===== src/rtl/fifo_exer_pkg.sv =====
`default_nettype none
// +----------------------------------------------------------------------+
// | fifo_exer_pkg: command bytes and FSM encodings for the FIFO exerciser  |
// | Revision: 1.0                                                         |
// +----------------------------------------------------------------------+
package fifo_exer_pkg;

  localparam logic [7:0] CMD_FILL  = 8'h77;  // 'w'
  localparam logic [7:0] CMD_PUSH1 = 8'h57;  // 'W'
  localparam logic [7:0] CMD_DRAIN = 8'h72;  // 'r'
  localparam logic [7:0] CMD_POP1  = 8'h52;  // 'R'
  localparam logic [7:0] CMD_STAT  = 8'h73;  // 's'
  localparam logic [7:0] CMD_CLR   = 8'h63;  // 'c'

  localparam int CNT_W = 3;

  typedef enum logic [1:0] {
    WR_IDLE = 2'd0,
    WR_PUSH = 2'd1,
    WR_GAP  = 2'd2
  } wr_state_t;

  typedef enum logic [2:0] {
    RD_IDLE      = 3'd0,
    RD_POP       = 3'd1,
    RD_SEND      = 3'd2,
    RD_WAIT_BUSY = 3'd3,
    RD_WAIT_DONE = 3'd4
  } rd_state_t;

endpackage
`default_nettype wire


===== src/rtl/fifo_tx_serializer.sv =====
`default_nettype none
// +----------------------------------------------------------------------+
// | fifo_tx_serializer: sends a loaded word MSB-first over the UART TX    |
// | Revision: 1.0                                                         |
// +----------------------------------------------------------------------+
module fifo_tx_serializer
  import fifo_exer_pkg::*;
#(
  parameter int DATA_BITS = 16
) (
  input  logic                 clk_in,
  input  logic                 n_rst,
  input  logic                 load_i,
  input  logic [DATA_BITS-1:0] word_i,
  input  logic [CNT_W-1:0]     nbytes_i,
  input  logic                 tx_ready_i,
  output logic                 tx_en_o,
  output logic [7:0]           tx_data_o,
  output logic                 done_o
);

  rd_state_t              state_q;
  logic [DATA_BITS-1:0]   shift_q;
  logic [CNT_W-1:0]       left_q;
  logic                   tx_en_q;
  logic [7:0]             tx_data_q;

  assign tx_en_o   = tx_en_q;
  assign tx_data_o = tx_data_q;
  assign done_o    = (state_q == RD_WAIT_DONE) && tx_ready_i && (left_q == '0);

  always_ff @(posedge clk_in or negedge n_rst) begin
    if (!n_rst) begin
      state_q   <= RD_IDLE;
      shift_q   <= '0;
      left_q    <= '0;
      tx_en_q   <= 1'b0;
      tx_data_q <= '0;
    end else begin
      case (state_q)
        RD_SEND: begin
          tx_en_q   <= 1'b1;
          tx_data_q <= shift_q[DATA_BITS-1 -: 8];
          shift_q   <= shift_q << 8;
          left_q    <= left_q - CNT_W'(1);
          state_q   <= RD_WAIT_BUSY;
        end
        RD_WAIT_BUSY: begin
          tx_en_q <= 1'b0;
          if (!tx_ready_i) state_q <= RD_WAIT_DONE;
        end
        RD_WAIT_DONE: begin
          if (tx_ready_i) state_q <= (left_q != '0) ? RD_SEND : RD_IDLE;
        end
        default: begin
          tx_en_q <= 1'b0;
          if (load_i) begin
            shift_q <= word_i;
            left_q  <= nbytes_i;
            state_q <= RD_SEND;
          end
        end
      endcase
    end
  end

endmodule
`default_nettype wire


===== src/rtl/fifo_uart_exerciser.sv =====
`default_nettype none
// +----------------------------------------------------------------------+
// | fifo_uart_exerciser: UART-driven fill/drain/check of an external FIFO |
// | Revision: 1.0                                                         |
// +----------------------------------------------------------------------+
module fifo_uart_exerciser
  import fifo_exer_pkg::*;
#(
  parameter int DATA_BITS = 16,
  parameter int ERR_BITS  = 8
) (
  input  logic                 clk_in,
  input  logic                 n_rst,
  input  logic                 uart_rx_valid_in,
  input  logic [7:0]           uart_rx_data_in,
  input  logic                 uart_tx_ready_in,
  output logic                 uart_tx_en,
  output logic [7:0]           uart_tx_data_out,
  input  logic                 fifo_full_in,
  input  logic                 fifo_empty_in,
  output logic                 fifo_wr_en,
  output logic [DATA_BITS-1:0] fifo_wr_data_out,
  output logic                 fifo_rd_en,
  input  logic [DATA_BITS-1:0] fifo_rd_data_in,
  output logic                 err_flag,
  output logic                 busy
);

  localparam logic [CNT_W-1:0] WORD_BYTES = CNT_W'(DATA_BITS / 8);

  wr_state_t              wr_state_q;
  logic                   fill_q;
  logic [DATA_BITS-1:0]   wr_cnt_q;
  logic [DATA_BITS-1:0]   wr_data_q;
  logic                   wr_en_q;

  rd_state_t              rd_state_q;
  logic                   drain_q;
  logic [DATA_BITS-1:0]   exp_cnt_q;
  logic [ERR_BITS-1:0]    err_cnt_q;
  logic                   err_flag_q;
  logic                   rd_en_q;

  logic                   wr_idle, rd_idle, cmd_clr, stat_go, pop_fire;
  logic                   ser_load, ser_done;
  logic [7:0]             stat_byte;
  logic [DATA_BITS-1:0]   ser_word;
  logic [CNT_W-1:0]       ser_nbytes;

  assign wr_idle    = (wr_state_q == WR_IDLE);
  assign rd_idle    = (rd_state_q == RD_IDLE);
  assign cmd_clr    = uart_rx_valid_in && (uart_rx_data_in == CMD_CLR) && wr_idle && rd_idle;
  assign stat_go    = uart_rx_valid_in && (uart_rx_data_in == CMD_STAT) && rd_idle;
  assign pop_fire   = (rd_state_q == RD_POP) && uart_tx_ready_in && !fifo_empty_in;
  assign stat_byte  = 8'(err_cnt_q);
  // Status byte rides in the top byte so the serializer's MSB-first path sends it.
  assign ser_word   = pop_fire ? fifo_rd_data_in : (DATA_BITS'(stat_byte) << (DATA_BITS - 8));
  assign ser_nbytes = pop_fire ? WORD_BYTES : CNT_W'(1);
  assign ser_load   = pop_fire || stat_go;

  assign fifo_wr_en       = wr_en_q;
  assign fifo_wr_data_out = wr_data_q;
  assign fifo_rd_en       = rd_en_q;
  assign err_flag         = err_flag_q;
  assign busy             = !wr_idle || !rd_idle;

  always_ff @(posedge clk_in or negedge n_rst) begin
    if (!n_rst) begin
      wr_state_q <= WR_IDLE;
      fill_q     <= 1'b0;
      wr_cnt_q   <= '0;
      wr_data_q  <= '0;
      wr_en_q    <= 1'b0;
    end else begin
      case (wr_state_q)
        WR_PUSH: begin
          if (fifo_full_in) begin
            wr_state_q <= WR_IDLE;
          end else begin
            wr_en_q    <= 1'b1;
            wr_data_q  <= wr_cnt_q;
            wr_cnt_q   <= wr_cnt_q + DATA_BITS'(1);
            wr_state_q <= WR_GAP;
          end
        end
        WR_GAP: begin
          wr_en_q    <= 1'b0;
          wr_state_q <= (fill_q && !fifo_full_in) ? WR_PUSH : WR_IDLE;
        end
        default: begin
          wr_en_q <= 1'b0;
          if (cmd_clr) begin
            wr_cnt_q <= '0;
          end else if (uart_rx_valid_in && uart_rx_data_in == CMD_FILL) begin
            fill_q     <= 1'b1;
            wr_state_q <= WR_PUSH;
          end else if (uart_rx_valid_in && uart_rx_data_in == CMD_PUSH1 && !fifo_full_in) begin
            fill_q     <= 1'b0;
            wr_state_q <= WR_PUSH;
          end
        end
      endcase
    end
  end

  always_ff @(posedge clk_in or negedge n_rst) begin
    if (!n_rst) begin
      rd_state_q <= RD_IDLE;
      drain_q    <= 1'b0;
      exp_cnt_q  <= '0;
      err_cnt_q  <= '0;
      err_flag_q <= 1'b0;
      rd_en_q    <= 1'b0;
    end else begin
      case (rd_state_q)
        RD_POP: begin
          if (pop_fire) begin
            rd_en_q    <= 1'b1;
            exp_cnt_q  <= exp_cnt_q + DATA_BITS'(1);
            rd_state_q <= RD_SEND;
            if (fifo_rd_data_in != exp_cnt_q) begin
              err_flag_q <= 1'b1;
              if (err_cnt_q != {ERR_BITS{1'b1}}) err_cnt_q <= err_cnt_q + ERR_BITS'(1);
            end
          end
        end
        RD_SEND: begin
          rd_en_q <= 1'b0;
          if (ser_done) rd_state_q <= (drain_q && !fifo_empty_in) ? RD_POP : RD_IDLE;
        end
        default: begin
          rd_en_q <= 1'b0;
          if (cmd_clr) begin
            exp_cnt_q  <= '0;
            err_cnt_q  <= '0;
            err_flag_q <= 1'b0;
          end else if (stat_go) begin
            drain_q    <= 1'b0;
            rd_state_q <= RD_SEND;
          end else if (uart_rx_valid_in && uart_rx_data_in == CMD_DRAIN) begin
            drain_q    <= 1'b1;
            rd_state_q <= RD_POP;
          end else if (uart_rx_valid_in && uart_rx_data_in == CMD_POP1 && !fifo_empty_in) begin
            drain_q    <= 1'b0;
            rd_state_q <= RD_POP;
          end
        end
      endcase
    end
  end

  fifo_tx_serializer #(
    .DATA_BITS (DATA_BITS)
  ) u_ser (
    .clk_in     (clk_in),
    .n_rst      (n_rst),
    .load_i     (ser_load),
    .word_i     (ser_word),
    .nbytes_i   (ser_nbytes),
    .tx_ready_i (uart_tx_ready_in),
    .tx_en_o    (uart_tx_en),
    .tx_data_o  (uart_tx_data_out),
    .done_o     (ser_done)
  );

endmodule
`default_nettype wire


===== config.mk =====
export PLATFORM = sky130hd
export DESIGN_NAME = fifo_uart_exerciser
export DESIGN_NICKNAME = d
export VERILOG_FILES = /design/src/rtl/fifo_exer_pkg.sv /design/src/rtl/fifo_tx_serializer.sv /design/src/rtl/fifo_uart_exerciser.sv
export SDC_FILE = /design/constraint.sdc
export NUM_CORES = 1
export LEC_CHECK = 0
export CAP_MARGIN = 20
export CORE_MARGIN = 8
export CORE_UTILIZATION = 36
export DETAILED_ROUTE_END_ITERATION = 12
export GPL_TIMING_DRIVEN = 0
export PLACE_DENSITY_LB_ADDON = 0.25
export SLEW_MARGIN = 20
export SYNTH_ARGS = -nofsm -noshare
export SYNTH_HDL_FRONTEND = slang
export SYNTH_SLANG_ARGS = --single-unit

===== constraint.sdc =====
create_clock -name clk_in -period 3.15 [get_ports clk_in]
set_clock_uncertainty 0.05 [all_clocks]
set_input_delay 0.7875 -clock clk_in [delete_from_list [all_inputs] [get_ports clk_in]]
set_output_delay 0.7875 -clock clk_in [all_outputs]
set_load 0.005 [all_outputs]

# Yosys cells after proc, flatten, opt, wreduce, memory -nomap -nowiden

Cells that the tools add are included.

Register bits after elaboration: 97
Output and inout bits: 29
Logic and storage cells: 149

$add $sub $neg: 4
Equality and inequality tests: 24
Multiplexer cells: 49
Bitwise gates (word level): 7
Reduce and logical (&&, ||, !) cells: 49

Operators by type and width:

| operator                                                                | number |
|---|---|
| 16-bit one-hot mux with 2 select lines                                  | 3 |
| 16-bit two-way mux                                                      | 5 |
| 8-bit by 7-bit == test with 1-bit output, second input constant         | 6 |
| 16-bit by 1-bit adder with 16-bit output, second input constant         | 2 |
| 8-bit two-way mux                                                       | 4 |
| 3-bit two-way mux                                                       | 10 |
| 1-bit logical AND                                                       | 17 |
| 16-bit inequality test                                                  | 1 |
| 8-bit one-hot mux with 2 select lines                                   | 1 |
| 3-bit AND reduction                                                     | 5 |
| 1-bit two-way mux                                                       | 14 |
| 2-bit two-way mux                                                       | 6 |
| 3-bit one-hot mux with 2 select lines                                   | 2 |
| 2-bit inequality test, second input constant                            | 5 |
| 3-bit by 2-bit == test with 1-bit output, second input constant         | 3 |
| 3-bit one-hot mux with 3 select lines                                   | 1 |
| 8-bit by 1-bit adder with 8-bit output, second input constant           | 1 |
| 8-bit inequality test, second input constant                            | 1 |
| 4-bit AND reduction                                                     | 2 |
| 2-bit nonzero test                                                      | 4 |
| 4-bit nonzero test                                                      | 2 |
| 1-bit inverter                                                          | 7 |
| 3-bit zero test                                                         | 2 |
| 3-bit by 1-bit inequality test with 1-bit output, second input constant | 2 |
| 16 further kinds                                                        | 27 |

# Logic depth before layout (Yosys ltp)

Depth in word-level cells: 8
Mapped depth: 9
Gate-level depth less buffers: 7

# Hierarchy

From an unflattened synthesis, not the netlist that was laid out.

Cell total of the unflattened synthesis: 483
Area, all modules: 5,016.1 um^2

By module, submodules not included:

| module              | times used | cells an instance | area an instance (um^2) | seq. area each (um^2) |
|---|---|---|---|---|
| fifo_uart_exerciser | 1          | 364               | 3,508.4                 | 1,626.6 |
| fifo_tx_serializer  | 1          | 119               | 1,507.7                 | 775.7 |

# Least setup slack after synthesis

OpenSTA, ideal clock, no wires.

Kind: input to register
Start point: in uart_rx_data_in[2]
End point: reg u_ser.shift_q[11]
Data arrival time: 2.313 ns
Setup slack: 0.664 ns
Cell stages on the path: 6
Path buffers: 1
Path through: nand3b_1 -> or4_1 -> buf_2 -> a211oi_4 -> o211ai_1 -> o221a_2

Longest elaborated chain between the ends: 6

RTL lines:

| what                                     | RTL line                  | RTL |
|---|---|---|
| start, declared                          | fifo_uart_exerciser.sv:15 | `input logic [7:0] uart_rx_data_in,` |
| 8-bit by 7-bit == test with 1-bit output | fifo_uart_exerciser.sv:53 | `assign stat_go = uart_rx_valid_in && (uart_rx_data_in == CMD_STAT) && rd_idle;` |
| 1-bit logical AND (2 in series)          | fifo_uart_exerciser.sv:53 |  |
| 1-bit logical OR                         | fifo_uart_exerciser.sv:59 | `assign ser_load = pop_fire \|\| stat_go;` |
| 2-bit nonzero test (no line)             | n/a                       |  |
| 2-bit AND reduction (no line)            | n/a                       |  |
| end signal, assigned                     | fifo_tx_serializer.sv:44  | `shift_q <= shift_q << 8;` |
| end signal, assigned                     | fifo_tx_serializer.sv:58  | `shift_q <= word_i;` |
| end, declared                            | fifo_tx_serializer.sv:23  | `logic [DATA_BITS-1:0] shift_q;` |

Every way passes these cells.
A chain may end at the register's enable or synchronous reset.

# Final worst setup path

Start point: in uart_rx_data_in[0]
End point: reg err_cnt_q[4]

Longest elaborated chain between the ends: 6

RTL lines:

| what                                     | RTL line                   | RTL |
|---|---|---|
| 8-bit by 7-bit == test with 1-bit output | fifo_uart_exerciser.sv:52  | `assign cmd_clr = uart_rx_valid_in && (uart_rx_data_in == CMD_CLR) && wr_idle && rd_idle;` |
| 1-bit logical AND (3 in series)          | fifo_uart_exerciser.sv:52  |  |
| 2-bit nonzero test (no line)             | n/a                        |  |
| 5-bit AND reduction (no line)            | n/a                        |  |
| end signal, assigned                     | fifo_uart_exerciser.sv:123 | `if (err_cnt_q != {ERR_BITS{1'b1}}) err_cnt_q <= err_cnt_q + ERR_BITS'(1);` |
| end, declared                            | fifo_uart_exerciser.sv:40  | `logic [ERR_BITS-1:0] err_cnt_q;` |

Every way passes these cells.

==> impl_metrics.env <==
export IMPL_outcome="finished clean"
export IMPL_timing_rr_end="err_cnt_q[4]"
export IMPL_dr_pass1_iters=4
export IMPL_postCtsSetupBuffers=0
export IMPL_worst_slack_ps=278
export IMPL_wl_um=12100
export IMPL_dpl_cell_area_um2=5770
export IMPL_root_buffer="clkbuf_16"
export IMPL_timing_fmax_ghz=0.348
export IMPL_cp_data_arrival_time_ps=3090
export IMPL_viasPerCell=5.23
export IMPL_synth_net_count=543
export IMPL_rsz0062_at_grt="false"
export IMPL_grt_usage=0.141
export IMPL_fin_nets=613
export IMPL_dr_total_vias=3951
export IMPL_holdCritPathClass="input pin to asynchronous set/reset pin"
export IMPL_die_h_um=133
export IMPL_fin_crit_sh=0.912
export IMPL_slew_headroom=0.328
export IMPL_power_leakage_nw=2.63
export IMPL_hpwl_um=9160
export IMPL_fin_crit_ps=2870
export IMPL_finalMaxSlewViolations=0
export IMPL_max_cap_viol_count=0
export IMPL_p_per_area_nw_per_um2=735
export IMPL_area_delta_synth_final_pct=22.9
export IMPL_whs_ps=327
export IMPL_grt_start_max_net_pins=51
export IMPL_fillerInstances=1325
export IMPL_reg2reg_depth=7
export IMPL_synthArstFlopShare=1.00
export IMPL_syn_area_per_cell_um2=9.84
export IMPL_cts_tree="done"
export IMPL_peakVddDrop_v=0.000314
export IMPL_die_w_um=133
export IMPL_n_antenna_cell=0
export IMPL_clk_latency_ps=340
export IMPL_ys_flop_type="dfrtp_1"
export IMPL_drc=0
export IMPL_grt_pass1_wl_um=20300
export IMPL_reg2reg_from="rd_state_q[0]"
export IMPL_ioPinCount=59
export IMPL_worst_setup_path_type="input pin to register"
export IMPL_antenna_left=0
export IMPL_hold_viol=0
export IMPL_cp_cell_sequence="clkdlybuf4s50_1 > nand3b_1 > nor4_4 > o21ai_2 > or4_1 > a21oi_1"
export IMPL_setup_violations=0
export IMPL_tightest_slew_ps=1000
export IMPL_drive_gt1_frac=0.0974
export IMPL_finalInstanceArea_um2=6070
export IMPL_required_ps=3370
export IMPL_cts_buffers=9
export IMPL_h_tree_depth=3
export IMPL_netlist_area_um2=4940
export IMPL_crit_path_end_kind="register"
export IMPL_globalplace_congestion=0.813
export IMPL_clk_pin_slew_ps=60
export IMPL_synthDistinctLibCells=52
export IMPL_critical_path_buf_inv_count=1
export IMPL_yosysWarnings=0
export IMPL_path_delay_family="simple AND/OR/NAND/NOR gates"
export IMPL_cp_start_kind="input pin"
export IMPL_clock_sinks=96
export IMPL_drt_iter0_markers=260
export IMPL_r2r_slack_ps=400
export IMPL_post_drt_wl_per_cell_um=16.0
export IMPL_synth_seq_area_share=0.486
export IMPL_cts_path_max_buffers=2
export IMPL_antenna_found_initial=0
export IMPL_pre_cts_slack_ps=-215
export IMPL_power_total_mw=4.46
export IMPL_synth_edff_count=0
export IMPL_core_um2=13700
export IMPL_dieArea_um2=17700
export IMPL_path_max_fanout=8
export IMPL_initial_core_util=0.361
export IMPL_synthCells=502
export IMPL_crit_slowest_cell="nor4_4"
export IMPL_rows=43
export IMPL_portBuffers=58
export IMPL_grt_overflow=0
export IMPL_grt_pass1_vias=4053
export IMPL_synth_seq_cells=96
export IMPL_max_stage_delay_ps=670
export IMPL_final_core_util=0.444
## logic make-up after synthesis
group,share of synthesized area
AND/OR/NAND/NOR,0.215
XOR/XNOR,0.0603
adder cells (fa/ha/maj),0.0279
multiplexers,0.0448
AO/OA/AOI/OAI,0.134
flip-flops,0.486
buffers and inverters,0.0317
## final cells by class
type / count / area, um^2 / area share
tap: 180 / 225 / 0.0371
clock buffer: 11 / 253 / 0.0416
timing repair buffer: 59 / 609 / 0.100
clock inverter: 3 / 42.5 / 0.00701
multi-input combinational: 365 / 2380 / 0.392
buffer: 22 / 86.3 / 0.0142
inverter: 19 / 71.3 / 0.0118
sequential: 96 / 2400 / 0.396
## through the flow
step / instances / setup TNS [ps]
6_report: 755 / 0
5_1_grt: 755 / 0
4_1_cts: 755 / 0
3_5_place_dp: 741 / -3030
3_3_place_gp: 740 / -232110
2_1_floorplan: 502 / 0
## layout by cell type (no fill, tap or decap), types with 4 or more instances in the layout
cell | synthesis | final
ha_1 | 11 | 11
and4_1 | 4 | 4
xor2_1 | 28 | 28
or3_1 | 6 | 6
dfrtp_1 | 96 | 96
o221a_2 | 8 | 8
nand3_1 | 18 | 18
mux2_2 | 17 | 17
inv_1 | 19 | 19
nor3_1 | 6 | 6
nand3b_1 | 4 | 4
a31oi_1 | 4 | 4
nor4_1 | 6 | 6
xnor2_1 | 6 | 6
a21oi_1 | 21 | 21
nand2_1 | 73 | 73
a22o_1 | 8 | 8
o21ai_0 | 18 | 18
o211ai_1 | 5 | 5
or4_1 | 8 | 8
and3_1 | 8 | 8
o31ai_1 | 7 | 7
nor2_1 | 41 | 41
o22ai_1 | 4 | 4
clkbuf_16 | 0 | 9
clkdlybuf4s50_1 | 0 | 57
nand2b_1 | 4 | 4
clkbuf_1 | 19 | 18
nand4_1 | 10 | 10
## registers in the layout, indices dropped and copies added (netlist names), 2 cells and up
name              cells
wr_cnt_q             16
u_ser.shift_q        16
u_ser.left_q          3
wr_state_q            2
fifo_wr_data_out     16
rd_state_q            2
u_ser.state_q         3
u_ser.tx_data_o       8
exp_cnt_q            16
err_cnt_q             8
## how the worst max path moves through the flow
stage / cells after the start / start / slack [ps] / end
4_1_cts: 7 / uart_rx_data_in[0] / 150 / exp_cnt_q[9]
6_report: 6 / uart_rx_data_in[0] / 280 / err_cnt_q[4]
2_1_floorplan: 6 / uart_rx_data_in[2] / 660 / u_ser.shift_q[11]
3_5_place_dp: 7 / uart_rx_data_in[0] / -220 / exp_cnt_q[9]
5_1_grt: 6 / uart_rx_data_in[0] / 140 / err_cnt_q[0]
3_3_place_gp: 1 / n_rst / -2410 / fifo_wr_data_out[6]
## synthesized netlist by cell type (5+ instances only)
master     n  area share
nor2_1    41       0.031
nand4_1   10       0.013
nor4_1     6      0.0076
a22o_1     8       0.014
ha_1      11       0.028
or4_1      8       0.012
or3_1      6      0.0076
nand2_1   73       0.055
xor2_1    28       0.050
o31ai_1    7       0.011
clkbuf_1  19       0.014
o21ai_0   18       0.018
dfrtp_1   96        0.49
mux2_2    17       0.039
and3_1     8       0.010
o211ai_1   5      0.0076
nand3_1   18       0.018
xnor2_1    6       0.011
a21oi_1   21       0.021
nor3_1     6      0.0061
o221a_2    8       0.018
inv_1     19       0.014
## layer usage
layer | GRT usage | share of wire | wire length, um | vias up
met5 | 0 | 0 | 0 | -
met4 | 0.0643 | 0.020 | 246 | 0
met3 | 0.0290 | 0.034 | 405 | 16
met2 | 0.226 | 0.47 | 5700 | 56
met1 | 0.179 | 0.47 | 5700 | 1943
li1 | - | - | - | 1936
## report_power, final
group | internal (mW) | switching (mW) | total, mW
Sequential | 1.55 | 0.246 | 1.80
Clock | 0.648 | 0.451 | 1.10
Combinational | 0.745 | 0.818 | 1.56
Total | 2.95 | 1.51 | 4.46
## timing repair
action | CTS | global route
gates resized for setup | 0 | 2
hold buffers | 0 | 0
setup endpoints to repair | 0 | 10
No activity file was read; power rests on OpenSTA's default activity.
